### src/rtl/riscv_test_sequencer.sv
`default_nettype none
// riscv_test_sequencer (rev 1.0): loads a program into the core's imem, holds the core in reset,
// runs it for a bounded cycle budget, then checks debug-read registers against an expected table.
module riscv_test_sequencer #(
    parameter int XLEN       = 32,
    parameter int IMEM_DEPTH = 256,
    parameter int MAX_CHECKS = 16,
    parameter int RST_CYCLES = 2,
    parameter int CYC_W      = 16,
    localparam int AW        = $clog2(IMEM_DEPTH),
    localparam int CW        = $clog2(MAX_CHECKS)
) (
    input  logic            clk,
    input  logic            n_rst,
    input  logic            start_i,
    input  logic            abort_i,
    input  logic [AW:0]     prog_len_i,
    input  logic [CYC_W-1:0] run_cycles_i,
    input  logic [CW:0]     num_checks_i,
    output logic [AW-1:0]   prog_raddr_o,
    input  logic [XLEN-1:0] prog_rdata_i,
    output logic            imem_we_o,
    output logic [AW-1:0]   imem_addr_o,
    output logic [XLEN-1:0] imem_wdata_o,
    output logic            core_n_rst_o,
    output logic            core_run_o,
    input  logic            core_halt_i,
    output logic [CW-1:0]   chk_idx_o,
    input  logic [4:0]      chk_reg_i,
    input  logic [XLEN-1:0] chk_val_i,
    output logic [4:0]      dbg_raddr_o,
    input  logic [XLEN-1:0] dbg_rdata_i,
    output logic            busy_o,
    output logic            done_o,
    output logic            pass_o,
    output logic [CW:0]     fail_count_o,
    output logic [CW-1:0]   first_fail_o
);
    localparam int RCW = (RST_CYCLES > 1) ? $clog2(RST_CYCLES) : 1;

    localparam logic [2:0] S_IDLE  = 3'd0;
    localparam logic [2:0] S_LOAD  = 3'd1;
    localparam logic [2:0] S_CRST  = 3'd2;
    localparam logic [2:0] S_RUN   = 3'd3;
    localparam logic [2:0] S_CHECK = 3'd4;
    localparam logic [2:0] S_DONE  = 3'd5;

    localparam logic [AW:0]      LEN_MAX  = (AW+1)'(IMEM_DEPTH);
    localparam logic [CW:0]      CHK_MAX  = (CW+1)'(MAX_CHECKS);
    localparam logic [AW:0]      K_ONE    = (AW+1)'(1);
    localparam logic [CW:0]      I_ONE    = (CW+1)'(1);
    localparam logic [RCW-1:0]   RC_ONE   = RCW'(1);
    localparam logic [RCW-1:0]   RC_LAST  = RCW'(RST_CYCLES - 1);
    localparam logic [CYC_W-1:0] CYC_ONE  = CYC_W'(1);
    localparam logic [CW:0]      FAIL_SAT = {(CW+1){1'b1}};

    logic [2:0]       state_q, state_d;
    logic [AW:0]      len_q;
    logic [CYC_W-1:0] cyc_q;
    logic [CW:0]      nchk_q;
    logic [AW:0]      k_q;
    logic [RCW-1:0]   rc_q;
    logic [CYC_W-1:0] run_q;
    logic [CW:0]      i_q;
    logic             wr_pend_q;
    logic [AW-1:0]    wr_addr_q;
    logic             cmp_q;
    logic [XLEN-1:0]  exp_q;
    logic [CW-1:0]    idx_q;
    logic [CW:0]      fail_q;
    logic [CW-1:0]    first_q;

    logic [AW:0] w_len;
    logic [CW:0] w_nchk;
    logic        w_idle;
    logic        w_issue;
    logic        w_chk;

    assign w_len   = (prog_len_i > LEN_MAX) ? LEN_MAX : prog_len_i;
    assign w_nchk  = (num_checks_i > CHK_MAX) ? CHK_MAX : num_checks_i;
    assign w_idle  = (state_q == S_IDLE) || (state_q == S_DONE);
    assign w_issue = (state_q == S_LOAD) && (k_q < len_q);
    assign w_chk   = (state_q == S_CHECK) && (i_q < nchk_q);

    always_comb begin
        state_d = state_q;
        case (state_q)
            S_IDLE, S_DONE: if (start_i) state_d = (w_len == '0) ? S_CRST : S_LOAD;
            S_LOAD:         if (k_q == len_q) state_d = S_CRST;
            S_CRST:         if (rc_q == RC_LAST) state_d = (cyc_q == '0) ? S_CHECK : S_RUN;
            S_RUN:          if (core_halt_i || (run_q == cyc_q - CYC_ONE)) state_d = S_CHECK;
            S_CHECK:        if (i_q == nchk_q) state_d = S_DONE;
            default:        state_d = S_IDLE;
        endcase
        if (abort_i) state_d = S_IDLE;
    end

    always_ff @(posedge clk) begin
        if (!n_rst) begin
            state_q   <= S_IDLE;
            len_q     <= '0;
            cyc_q     <= '0;
            nchk_q    <= '0;
            k_q       <= '0;
            rc_q      <= '0;
            run_q     <= '0;
            i_q       <= '0;
            wr_pend_q <= 1'b0;
            wr_addr_q <= '0;
            cmp_q     <= 1'b0;
            exp_q     <= '0;
            idx_q     <= '0;
            fail_q    <= '0;
            first_q   <= '0;
        end else begin
            state_q   <= state_d;
            // Phase counters run only while in their own state and sit at zero otherwise.
            k_q       <= (state_q == S_LOAD)  ? k_q + K_ONE     : '0;
            rc_q      <= (state_q == S_CRST)  ? rc_q + RC_ONE   : '0;
            run_q     <= (state_q == S_RUN)   ? run_q + CYC_ONE : '0;
            i_q       <= (state_q == S_CHECK) ? i_q + I_ONE     : '0;
            wr_pend_q <= w_issue && !abort_i;
            wr_addr_q <= w_issue ? k_q[AW-1:0] : '0;
            cmp_q     <= w_chk && !abort_i;
            exp_q     <= chk_val_i;
            idx_q     <= w_chk ? i_q[CW-1:0] : '0;
            if (w_idle && start_i && !abort_i) begin
                len_q   <= w_len;
                cyc_q   <= run_cycles_i;
                nchk_q  <= w_nchk;
                fail_q  <= '0;
                first_q <= '0;
            end else if (cmp_q && (state_q == S_CHECK) && (dbg_rdata_i != exp_q)) begin
                if (fail_q != FAIL_SAT) fail_q <= fail_q + I_ONE;
                if (fail_q == '0) first_q <= idx_q;
            end
        end
    end

    // The write enable is gated by n_rst so a reset cycle never commits an imem write.
    assign imem_we_o    = wr_pend_q && (state_q == S_LOAD) && n_rst;
    assign imem_addr_o  = imem_we_o ? wr_addr_q : '0;
    assign imem_wdata_o = imem_we_o ? prog_rdata_i : '0;
    assign prog_raddr_o = w_issue ? k_q[AW-1:0] : '0;

    assign core_n_rst_o = (state_q == S_RUN) || (state_q == S_CHECK) || (state_q == S_DONE);
    assign core_run_o   = (state_q == S_RUN);

    assign chk_idx_o    = w_chk ? i_q[CW-1:0] : '0;
    assign dbg_raddr_o  = w_chk ? chk_reg_i : 5'd0;

    assign busy_o       = !w_idle;
    assign done_o       = (state_q == S_DONE);
    assign pass_o       = done_o && (fail_q == '0);
    assign fail_count_o = fail_q;
    assign first_fail_o = first_q;
endmodule
`default_nettype wire

### config.mk
export PLATFORM = sky130hd
export DESIGN_NAME = riscv_test_sequencer
export DESIGN_NICKNAME = d
export VERILOG_FILES = /design/src/rtl/riscv_test_sequencer.sv
export SDC_FILE = /design/constraint.sdc
export NUM_CORES = 1
export LEC_CHECK = 0
export BUFFER_PORTS_ARGS = -buffer_cell sky130_fd_sc_hd__buf_2
export CAP_MARGIN = 20
export CORE_UTILIZATION = 25
export DETAILED_ROUTE_END_ITERATION = 8
export GPL_TIMING_DRIVEN = 0
export PLACE_DENSITY_LB_ADDON = 0.1
export RECOVER_POWER = 100
export SLEW_MARGIN = 30
export SYNTH_ARGS = -nofsm -noshare
export SYNTH_HDL_FRONTEND = slang
export SYNTH_SLANG_ARGS = --single-unit
### constraint.sdc
create_clock -name clk -period 2.5 [get_ports clk]
set_clock_uncertainty 0.2 [all_clocks]
set_input_delay 0.125 -clock clk [delete_from_list [all_inputs] [get_ports clk]]
set_output_delay 0.125 -clock clk [all_outputs]
set_load 0.02 [all_outputs]
==> flow_metrics.tcl <==
set metrics [dict create \
    run_status "finished, violations left" \
    violations "setup timing" \
    startpoint_type "flip-flop" \
    via_count 5458 \
    ys_seq_area_share_pct 41.47 \
    worstPathRequired_ps 2170 \
    total_power_uw 5084 \
    clockBufferDepth 2 \
    clkSlewWorstSetupHoldPaths_ps 60 \
    r2r_start "state_q[2]" \
    fill_cells 2344 \
    drc 0 \
    async_flop_share_pct 0 \
    finalHoldViolations 0 \
    cts_htree_levels 4 \
    die_width_um 153.6 \
    drt_iter0_drc 163 \
    synth_area_leader_cell "dfxtp_1" \
    crit_fanout 5 \
    final_area_um2 8841 \
    via_per_inst 4.356 \
    cts_buffers 17 \
    wl_um 18020 \
    route.detailed.wl_per_inst_um 14.38 \
    synth_top_cells_by_area "dfxtp_1 (41%), xnor2_1 (9.3%), and2_1 (9.1%), ha_1 (4.6%), nor2_1 (3.1%)" \
    pre_cts_slack_ps -436.3 \
    maxCapViolations 0 \
    path_class "reg -> out" \
    synth_top_area_share_pct 41.47 \
    period_minus_slack_ps 2732 \
    fmax_mhz 366.0 \
    end_kind "output port" \
    clk_latency_ps 430 \
    hpwl_um 13340 \
    ant_nets 0 \
    synthesis.area_um2 5744 \
    arrival_ps 2410 \
    powerDensity_nw_per_um2 575.0 \
    multi_input_area_um2 3361 \
    initial_core_util_pct 25.45 \
    synth_cell_type_count 54 \
    grt_pass1_vias 5443 \
    mostFrequentLayoutCells "buf_2 (175), dfxtp_1 (107), dlygate4sd3_1 (66)" \
    ir_drop_v 0.0003843 \
    root_buffer "clkbuf_16" \
    hold_start "start_i" \
    final_common_cell "buf_2" \
    worst_pin_slew_ps 875.6 \
    fin_crit_sh_pct 109.3 \
    cts.sinks 119 \
    pin_count 208 \
    critPathLaunch "i_q[1]" \
    hp-class "in -> reg" \
    rows 55 \
    syn_avg_cell_area_um2 8.892 \
    place_area_um2 7132 \
    routabilityCongestion 0.7509 \
    setup_slack_ps -232.1 \
    syn-num-nets 803 \
    layout.area.seq_um2 2410 \
    rsz0062_at_grt "yes" \
    port_buffers 206 \
    ys.flop_type "dfxtp_1" \
    grt_pass1_wl_um 28450 \
    grt_use_total_pct 15.45 \
    nets 1110 \
    core_area_um2 22570 \
    area_growth_pct 53.91 \
    slew_headroom_pct 41.09 \
    antenna_found_initial 1 \
    maxSlewViolCount 0 \
    synth_edf_count 0 \
    drive_above_1_share_pct 31.47 \
    cts_tree "built" \
    drtPass1Iterations 5 \
    syn_inst 646 \
    synth_seq_cells 119 \
    grt_max_degree 17 \
    fin_tns_setup_ps -2338 \
    ys_warn_count 0 \
    die_area_um2 23590 \
    p_leak_uw 0.003797 \
    grt_overflow 0 \
    die_y_um 153.6 \
    setup_viol 21 \
]
## layout make-up
type,instances,share of cell area (%)
buffer,24,1.444
timing repair buffer,288,21.31
clock inverter,15,1.840
multi-input combinational,474,38.01
inverter,29,1.231
tap,285,4.033
sequential,119,27.26
clock buffer,17,4.812
antenna,2,0.05661
## registers in the layout, summed over array words and instances (netlist names), 4 cells and up
name / cells
cyc_q: 16
exp_q: 32
fail_count_o: 5
first_fail_o: 4
i_q: 5
idx_q: 4
k_q: 9
len_q: 9
nchk_q: 5
run_q: 16
wr_addr_q: 8
## synthesized netlist by cell type, types with 2 or more instances
master / count
xor2_1: 17
a21o_1: 2
o21ai_0: 19
ha_1: 21
mux2i_1: 6
nand2_1: 44
nor3_1: 22
nor2_1: 48
nand2b_1: 4
or3_1: 7
a2111oi_0: 3
clkbuf_1: 18
nor4_1: 8
a211oi_1: 2
o21a_1: 6
dfxtp_1: 119
a31oi_1: 3
nand3b_1: 2
nand4_1: 16
a21oi_1: 9
buf_1: 2
buf_4: 4
nor3b_1: 9
nor2b_1: 6
and2_1: 84
nand3_1: 17
inv_1: 29
xnor2_1: 61
a22o_1: 18
and3_1: 16
## worst max-delay path, stage by stage, from the launching register on
cell and delay (ps):
dfxtp_4 360, ha_4 230, nor2b_4 120, o21a_1 160, o21ai_1 110, nand2b_1 100, a2111oi_4 440, clkbuf_8 220
and2_4 140, buf_6 110
## logic make-up after synthesis
logic type	share of synthesized area [%]
adder cells (fa/ha/maj)	4.574
multiplexers	1.046
AO/OA/AOI/OAI	9.976
AND/OR/NAND/NOR	27.31
flip-flops	41.47
XOR/XNOR	11.89
buffers and inverters	3.725
## worst paths after layout
kind,slack (ps),to,cells after the start
max,-230,chk_idx_o[3],9
min reg2reg,240,first_fail_o[0],2
min,50,state_q[1],5
max reg2reg,80,nchk_q[4],8
## metrics by stage
stage                     instances  util (%)  hold WS [ps]
after global routing           1253     39.17         68.93
after global placement         1137     31.60         130.8
after detailed placement       1137     31.60         133.2
after floorplan                 646         -         33.62
after CTS                      1245     38.61         41.60
final                          1253     39.17         49.90
## per-layer routing
layer	routed length, um	global-route usage (%)
met2	8538	25.39
met1	8646	20.06
met5	0	0
met4	235	4.524
met3	602	3.608
## what timing repair did
| action | in CTS | in global routing |
|---|---|---|
| setup buffers | 9 | 6 |
| hold buffers | 66 | 0 |
| cloned | 1 | 0 |
| resized for setup | 78 | 40 |
| pin swaps | 21 | 12 |
| setup endpoints to repair | 80 | 43 |
| hold endpoints to repair | 66 | 0 |
## power by group
group / switching [uW] / total (uW) / leakage, uW / internal (uW)
clock: 1050 / 2460 / 0.000283 / 1410
sequential: 43.2 / 1990 / 0.000977 / 1950
combinational: 297 / 635 / 0.00254 / 337
total: 1390 / 5080 / 0.00380 / 3700
No activity file was read; power rests on OpenSTA's default activity.
